<file path="config.mk">
export PLATFORM = sky130hd
export DESIGN_NAME = instr_encoder
export DESIGN_NICKNAME = d
export VERILOG_FILES = /design/src/rtl/instr_encoder.sv
export SDC_FILE = /design/constraint.sdc
export NUM_CORES = 1
export LEC_CHECK = 0
export ABC_AREA = 1
export BUFFER_PORTS_ARGS = -buffer_cell sky130_fd_sc_hd__buf_2
export CORE_MARGIN = 3
export CORE_UTILIZATION = 55
export DETAILED_ROUTE_END_ITERATION = 8
export GPL_TIMING_DRIVEN = 0
export PLACE_DENSITY = 0.91
export SLEW_MARGIN = 10
export SYNTH_ARGS = -nofsm -noshare
export SYNTH_HDL_FRONTEND = slang
export SYNTH_SLANG_ARGS = --single-unit
</file>
<file path="constraint.sdc">
create_clock -name clk -period 8.7 [get_ports clk]
set_input_delay 0.435 -clock clk [delete_from_list [all_inputs] [get_ports clk]]
set_output_delay 0.435 -clock clk [all_outputs]
set_load 0.01 [all_outputs]
</file>
<file path="src/rtl/instr_encoder.sv">
// ---------------------------------------------------------------------------
// instr_encoder
//
// Sequential MIPS instruction encoder. Symbolic instructions (mnemonic ID plus
// register/immediate/target fields) are accepted over a valid/ready handshake,
// encoded combinationally into 32-bit machine words, buffered in a small FIFO
// and streamed to an instruction-memory load port with an auto-incrementing
// byte address.
//
// Mnemonic IDs: 0 add, 1 sub, 2 ori, 3 lw, 4 sw, 5 beq, 6 lui, 7 jal, 8 jr,
// 9 sll. IDs 10..15 are illegal.
//
// Optional feature macro: ENC_ILLEGAL_TRAP_EN
//   defined   : illegal mnemonics complete the handshake, are not pushed,
//               and set the sticky err flag.
//   undefined : illegal mnemonics encode as 32'h0 (nop) and are pushed.
//
// Parameters
//   DEPTH     : FIFO entries (power of two, >= 2)
//   BASE_ADDR : byte address of the first emitted word
//
// Ports
//   clk        in   1  clock, rising edge
//   reset      in   1  synchronous active-low reset
//   start      in   1  one-cycle pulse that begins a program
//   in_valid   in   1  instruction present
//   in_ready   out  1  encoder accepts this cycle
//   in_mnem    in   4  mnemonic ID
//   in_rs      in   5  rs field
//   in_rt      in   5  rt field
//   in_rd      in   5  rd field
//   in_shamt   in   5  shift amount
//   in_imm     in  16  immediate
//   in_target  in  26  jal target field
//   in_last    in   1  final instruction of the program
//   out_valid  out  1  word present on out_addr/out_wdata
//   out_ready  in   1  load port consumes the word
//   out_addr   out 32  byte address of the current word
//   out_wdata  out 32  encoded word (FIFO head)
//   done       out  1  program fully emitted
//   err        out  1  sticky illegal-mnemonic flag
//   count      out 16  words emitted since start (wraps)
//
// FSM states
//   state | meaning
//   IDLE  | after reset, waiting for start
//   RUN   | accepting instructions and emitting words
//   DONE  | last instruction accepted and FIFO drained
// ---------------------------------------------------------------------------
module instr_encoder #(
  parameter int          DEPTH     = 4,
  parameter logic [31:0] BASE_ADDR = 32'h0000_3000
) (
  input  logic        clk,
  input  logic        reset,
  input  logic        start,
  input  logic        in_valid,
  output logic        in_ready,
  input  logic [3:0]  in_mnem,
  input  logic [4:0]  in_rs,
  input  logic [4:0]  in_rt,
  input  logic [4:0]  in_rd,
  input  logic [4:0]  in_shamt,
  input  logic [15:0] in_imm,
  input  logic [25:0] in_target,
  input  logic        in_last,
  output logic        out_valid,
  input  logic        out_ready,
  output logic [31:0] out_addr,
  output logic [31:0] out_wdata,
  output logic        done,
  output logic        err,
  output logic [15:0] count
);

  localparam int AW = (DEPTH > 1) ? $clog2(DEPTH) : 1;
  localparam logic [AW:0]   LP_FULL  = DEPTH[AW:0];
  localparam logic [AW:0]   LP_ONE   = {{AW{1'b0}}, 1'b1};
  localparam logic [AW-1:0] LP_PINC  = {{(AW-1){1'b0}}, 1'b1};

  // Mnemonic IDs
  localparam logic [3:0] M_ADD = 4'd0;
  localparam logic [3:0] M_SUB = 4'd1;
  localparam logic [3:0] M_ORI = 4'd2;
  localparam logic [3:0] M_LW  = 4'd3;
  localparam logic [3:0] M_SW  = 4'd4;
  localparam logic [3:0] M_BEQ = 4'd5;
  localparam logic [3:0] M_LUI = 4'd6;
  localparam logic [3:0] M_JAL = 4'd7;
  localparam logic [3:0] M_JR  = 4'd8;
  localparam logic [3:0] M_SLL = 4'd9;

  // Opcodes and function codes
  localparam logic [5:0] OP_RTYPE = 6'h00;
  localparam logic [5:0] OP_ORI   = 6'h0D;
  localparam logic [5:0] OP_LW    = 6'h23;
  localparam logic [5:0] OP_SW    = 6'h2B;
  localparam logic [5:0] OP_BEQ   = 6'h04;
  localparam logic [5:0] OP_LUI   = 6'h0F;
  localparam logic [5:0] OP_JAL   = 6'h03;
  localparam logic [5:0] FN_ADD   = 6'h20;
  localparam logic [5:0] FN_SUB   = 6'h22;
  localparam logic [5:0] FN_JR    = 6'h08;
  localparam logic [5:0] FN_SLL   = 6'h00;

  typedef enum logic [1:0] {
    IDLE = 2'd0,
    RUN  = 2'd1,
    DONE = 2'd2
  } state_t;

  state_t        r_state;
  state_t        w_state_nxt;

  logic [31:0]   r_mem [DEPTH];
  logic [AW-1:0] r_wr_ptr;
  logic [AW-1:0] r_rd_ptr;
  logic [AW:0]   r_occ;
  logic [31:0]   r_addr;
  logic [15:0]   r_count;
  logic          r_err;
  logic          r_last_seen;

  logic [31:0]   w_word;
  logic          w_empty;
  logic          w_full;
  logic          w_acc;
  logic          w_trap;
  logic          w_push;
  logic          w_pop;
  logic          w_start_ok;

  // -------------------------------------------------------------------------
  // Combinational encoder; unused fields are forced to zero.
  // -------------------------------------------------------------------------
  always_comb begin
    w_word = 32'h0000_0000;
    case (in_mnem)
      M_ADD: w_word = {OP_RTYPE, in_rs, in_rt, in_rd, 5'd0, FN_ADD};
      M_SUB: w_word = {OP_RTYPE, in_rs, in_rt, in_rd, 5'd0, FN_SUB};
      M_ORI: w_word = {OP_ORI, in_rs, in_rt, in_imm};
      M_LW:  w_word = {OP_LW,  in_rs, in_rt, in_imm};
      M_SW:  w_word = {OP_SW,  in_rs, in_rt, in_imm};
      M_BEQ: w_word = {OP_BEQ, in_rs, in_rt, in_imm};
      M_LUI: w_word = {OP_LUI, 5'd0, in_rt, in_imm};
      M_JAL: w_word = {OP_JAL, in_target};
      M_JR:  w_word = {OP_RTYPE, in_rs, 15'd0, FN_JR};
      M_SLL: w_word = {OP_RTYPE, 5'd0, in_rt, in_rd, in_shamt, FN_SLL};
      default: w_word = 32'h0000_0000;
    endcase
  end

  // -------------------------------------------------------------------------
  // Handshakes
  // -------------------------------------------------------------------------
  assign w_empty  = (r_occ == '0);
  assign w_full   = (r_occ == LP_FULL);
  assign in_ready = (r_state == RUN) && !w_full && !r_last_seen;
  assign w_acc    = in_valid && in_ready;
  assign w_pop    = !w_empty && out_ready;

`ifdef ENC_ILLEGAL_TRAP_EN
  logic w_legal;
  assign w_legal = (in_mnem <= M_SLL);
  // Illegal instructions complete the handshake but never reach the FIFO.
  assign w_trap  = w_acc && !w_legal;
`else
  assign w_trap  = 1'b0;
`endif

  assign w_push     = w_acc && !w_trap;
  assign w_start_ok = start && (r_state != RUN);

  // -------------------------------------------------------------------------
  // FSM
  // -------------------------------------------------------------------------
  always_ff @(posedge clk) begin
    if (!reset) begin
      r_state <= IDLE;
    end else begin
      r_state <= w_state_nxt;
    end
  end

  always_comb begin
    w_state_nxt = r_state;
    case (r_state)
      IDLE: begin
        if (start) w_state_nxt = RUN;
      end
      RUN: begin
        // Enter DONE right after the pop that drains the FIFO, or straight
        // away if the FIFO is already empty once the last instruction is in.
        // No push can coincide here because in_ready is low after last.
        if (r_last_seen && (w_empty || (r_occ == LP_ONE && w_pop))) begin
          w_state_nxt = DONE;
        end
      end
      DONE: begin
        if (start) w_state_nxt = RUN;
      end
      default: w_state_nxt = IDLE;
    endcase
  end

  // -------------------------------------------------------------------------
  // FIFO storage and pointers
  // -------------------------------------------------------------------------
  always_ff @(posedge clk) begin
    if (w_push) begin
      r_mem[r_wr_ptr] <= w_word;
    end
  end

  always_ff @(posedge clk) begin
    if (!reset) begin
      r_wr_ptr <= '0;
      r_rd_ptr <= '0;
      r_occ    <= '0;
    end else begin
      if (w_push) r_wr_ptr <= r_wr_ptr + LP_PINC;
      if (w_pop)  r_rd_ptr <= r_rd_ptr + LP_PINC;
      case ({w_push, w_pop})
        2'b10:   r_occ <= r_occ + LP_ONE;
        2'b01:   r_occ <= r_occ - LP_ONE;
        default: r_occ <= r_occ;
      endcase
    end
  end

  // -------------------------------------------------------------------------
  // Address, count, flags
  // -------------------------------------------------------------------------
  always_ff @(posedge clk) begin
    if (!reset) begin
      r_addr      <= BASE_ADDR;
      r_count     <= 16'd0;
      r_err       <= 1'b0;
      r_last_seen <= 1'b0;
    end else if (w_start_ok) begin
      r_addr      <= BASE_ADDR;
      r_count     <= 16'd0;
      r_err       <= 1'b0;
      r_last_seen <= 1'b0;
    end else begin
      if (w_pop) begin
        r_addr  <= r_addr + 32'd4;
        r_count <= r_count + 16'd1;
      end
      if (w_trap) begin
        r_err <= 1'b1;
      end
      if (w_acc && in_last) begin
        r_last_seen <= 1'b1;
      end
    end
  end

  // -------------------------------------------------------------------------
  // Outputs
  // -------------------------------------------------------------------------
  assign out_valid = !w_empty;
  // Mask the stale head so an empty FIFO always presents zero.
  assign out_wdata = w_empty ? 32'h0000_0000 : r_mem[r_rd_ptr];
  assign out_addr  = r_addr;
  assign count     = r_count;
  assign err       = r_err;
  assign done      = (r_state == DONE);

endmodule

</file>
==> run_results.csv <==
group,metric,value,unit
status,status,"completed",
min_path,holdPathStages,3,
finish,final_area,10000,sq um
placement,port_buffers,151,
min_path,min-delay-start,"in_last",
global_route,first_global_vias,6532,
route,vias,7243,
floorplanning,rows,44,
synthesis,ys.flop_type,"edfxtp_1",
setup_path,critPathLaunch,"r_occ[0]",
setup_path,worstPathArrival,2.35,ns
synthesis,synth_cell_types,36,
clock_network,clock-sinks,182,
placement,globalplace.congestion,0.880,
clock_network,cts_resized,0,
synthesis,synthCells,935,
clock_network,path_clk_slew,0.06,ns
route,wl,21.1,mm
sta,tns,0,ns
finish,multi_input_area,3010,sq um
sta,grt_setup_unrepaired,"false",
synthesis,synthSimpleGateAreaFrac,22.3,%
setup_path,slowest_stage,"clkbuf_1",
sta,hold_viol,0,
synthesis,ys_top_cells_by_area,"edfxtp_1 (45%), dfxtp_1 (14%), nor2_1 (9.1%), nand2_1 (7.0%), o21ai_0 (5.2%)",
synthesis,synthAdderAreaFrac,1.65,%
synthesis,yosys.area.top_type_share,44.6,%
finish,areaGrowthSynthToFinish,19.9,%
route,remaining_drc_errors,0,
route,via_per_inst,5.53,
sta,post-route-period-util,32.0,%
flow_run,max-cap-violations,0,
floorplanning,dieArea,16700,sq um
power_and_ir_drop,power.density,228,nW/um^2
sta,fin_skew,0.00826,ns
clock_network,cts_tree,"done",
finish,diodes,0,
synthesis,postSynthAreaPerCell,8.92,sq um
clock_network,cts_root_buffer,"clkbuf_16",
setup_path,cp-start-kind,"flip-flop",
floorplanning,num_io_pins,156,
global_route,grtUsageTotal,25.0,%
synthesis,ys_top_cells_by_count,"nor2_1 (202), nand2_1 (156), edfxtp_1 (124)",
sta,fin_hold_ws,0.286,ns
power_and_ir_drop,total_power,2.28,mW
sta,setup_ws,5.92,ns
floorplanning,die_w,129,microns
placement,dp_worst_setup_slack,6.12,ns
setup_path,cp_common_cell,"inv_1",
setup_path,crit_path_cell_trace,"inv_1 > ha_1 > nand2_4 > inv_1 > clkbuf_1 > a21oi_1 > buf_2",
floorplanning,floorplan.die.height,129,microns
route,wl_per_cell,16.1,microns
setup_path,end_kind,"output pin",
route,ant_nets,0,
clock_network,cts_buffers,17,
clock_network,clockBufferDepth,2,
synthesis,synth_warnings,0,
floorplanning,coreArea,14700,sq um
finish,fin_nets,1195,
synthesis,synth_seq_cells,182,
route,drt_iter0_drc,661,
placement,hpwl,14.3,mm
placement,placed_area,9470,sq um
sta,drv_slew,0,
synthesis,synth_edf_count,124,
global_route,grt_pass1_wl,32.5,mm
min_path,hp-class,"in -> reg",
global_route,grt_max_degree,23,
setup_path,crit_type,"reg -> out",
sta,min_period,2.78,ns
floorplanning,initial_utilization,56.8,%
clock_network,clk_latency,0.42,ns
synthesis,synth-compound-area-share,11.3,%
setup_path,critPathMaxStageDelay,0.50,ns
setup_path,reg2reg_depth,8,
sta,setup_viol,0,
global_route,grt_overflow_total,0,
route,first_pass_iters,8,
synthesis,yosys-mux-area-fraction,0,%
min_path,whs_endpoint,"r_last_seen",
synthesis,synth.most_common_cell,"nor2_1",
clock_network,cts_htree_levels,4,
synthesis,synth_xor_area_share,0.315,%
sta,fmax,360,MHz
setup_path,worstReg2RegStart,"r_occ[0]",
global_route,antenna_found_initial,0,
synthesis,yosysTopAreaCell,"edfxtp_1",
power_and_ir_drop,power_leakage,4.07,nW
finish,drive_gt1_share,20.6,%
finish,seq_area,4880,sq um
synthesis,synth_async_sr_flop_share,0,%
synthesis,ys_seq_area_share,58.5,%
sta,tightestPinTransition,0.859,ns
setup_path,critPathMaxFanout,10,
power_and_ir_drop,vdd_drop_max,172,uV
setup_path,r2r_setup_slack,6.12,ns
setup_path,r2r-end,"r_mem[0][16]",
synthesis,synth_area,8340,sq um
synthesis,synth_top_family_by_area,"simple AND/OR/NAND/NOR gates",
clock_network,postCtsHoldBufs,0,
setup_path,crit_required,8.27,ns
clock_network,cts_setup_buffers,0,
sta,slew_headroom,42.4,%
finish,nFillCells,1065,
## state kept, by name, indices dropped and copies added, names as in the netlist, named ones only
register	flops
r_mem	124
out_addr	30
count	16
r_occ	3
r_rd_ptr	2
r_state	2
r_wr_ptr	2
r_last_seen	1
## where the power goes
part / switching [mW] / total [mW] / internal, mW / leakage (nW)
sequential: 0.0144 / 0.973 / 0.959 / 1.61
clock: 0.329 / 0.694 / 0.366 / 0.249
combinational: 0.420 / 0.614 / 0.195 / 2.21
total: 0.763 / 2.28 / 1.52 / 4.07
## critical path: cells and delay by family (launching register included)
kind / cells / cell delay [ns]
compound gates: 1 / 0.18
buf+inv: 4 / 0.98
flops: 1 / 0.33
simple gates: 1 / 0.12
fa+ha+maj: 1 / 0.32
## worst max-delay path by stage
stage	end	slack, ns	depth (start not counted)
after floorplan	r_mem[0][0]	5.66	7
after global placement	r_mem[1][16]	4.78	7
after detailed placement	r_mem[0][19]	6.12	8
after CTS	out_wdata[20]	5.94	7
after global routing	out_wdata[20]	5.78	7
final	out_wdata[20]	5.92	7
## layout by cell type, fill, tap and decap left out, types with 6 or more instances in the layout
cell / netlist / final
nor2_1: 202 / 198
buf_2: 14 / 165
nand2_1: 156 / 156
edfxtp_1: 124 / 124
o21ai_0: 87 / 87
inv_1: 79 / 79
a21oi_1: 62 / 62
dfxtp_1: 58 / 58
nand3_1: 37 / 37
clkbuf_16: 0 / 17
clkbuf_1: 15 / 15
nand4_1: 15 / 15
nor3_1: 12 / 12
ha_1: 11 / 11
nor2_2: 10 / 10
a22o_1: 8 / 8
buf_4: 7 / 7
nor2_4: 3 / 7
o21ai_1: 6 / 6
## layout make-up
cell class              count  area share [%]
flip-flops and latches    182            48.8
repair buffers            155            8.58
multi-input cells         636            30.1
inverters                  84            3.15
well taps                 184            2.30
clock buffers              17            4.25
clock inverters            15            1.04
plain buffers              36            1.79
## cells by family (layout without fill, tap and decap cells)
logic type      after synthesis  in the layout
fa+ha+maj                    11             11
xor+xnor                      3              3
simple gates                444            444
flops                       182            182
other cells                   1              4
buf+inv                     120            307
compound gates              174            174
## stage by stage
step / utilization (%) / instances
floorplan: - / 938
global placement: 63.6 / 1273
detailed placement: 64.5 / 1277
CTS: 68.1 / 1309
global route: 68.1 / 1309
finish: 68.1 / 1309
## metal layers
layer	vias to the layer above	track usage [%]	wire length (microns)
li1	3480	-	-
met1	3277	32.1	8310
met2	439	42.0	10300
met3	47	5.32	2040
met4	0	9.14	438
met5	-	0	0
Power figures use the tool's default switching activity.
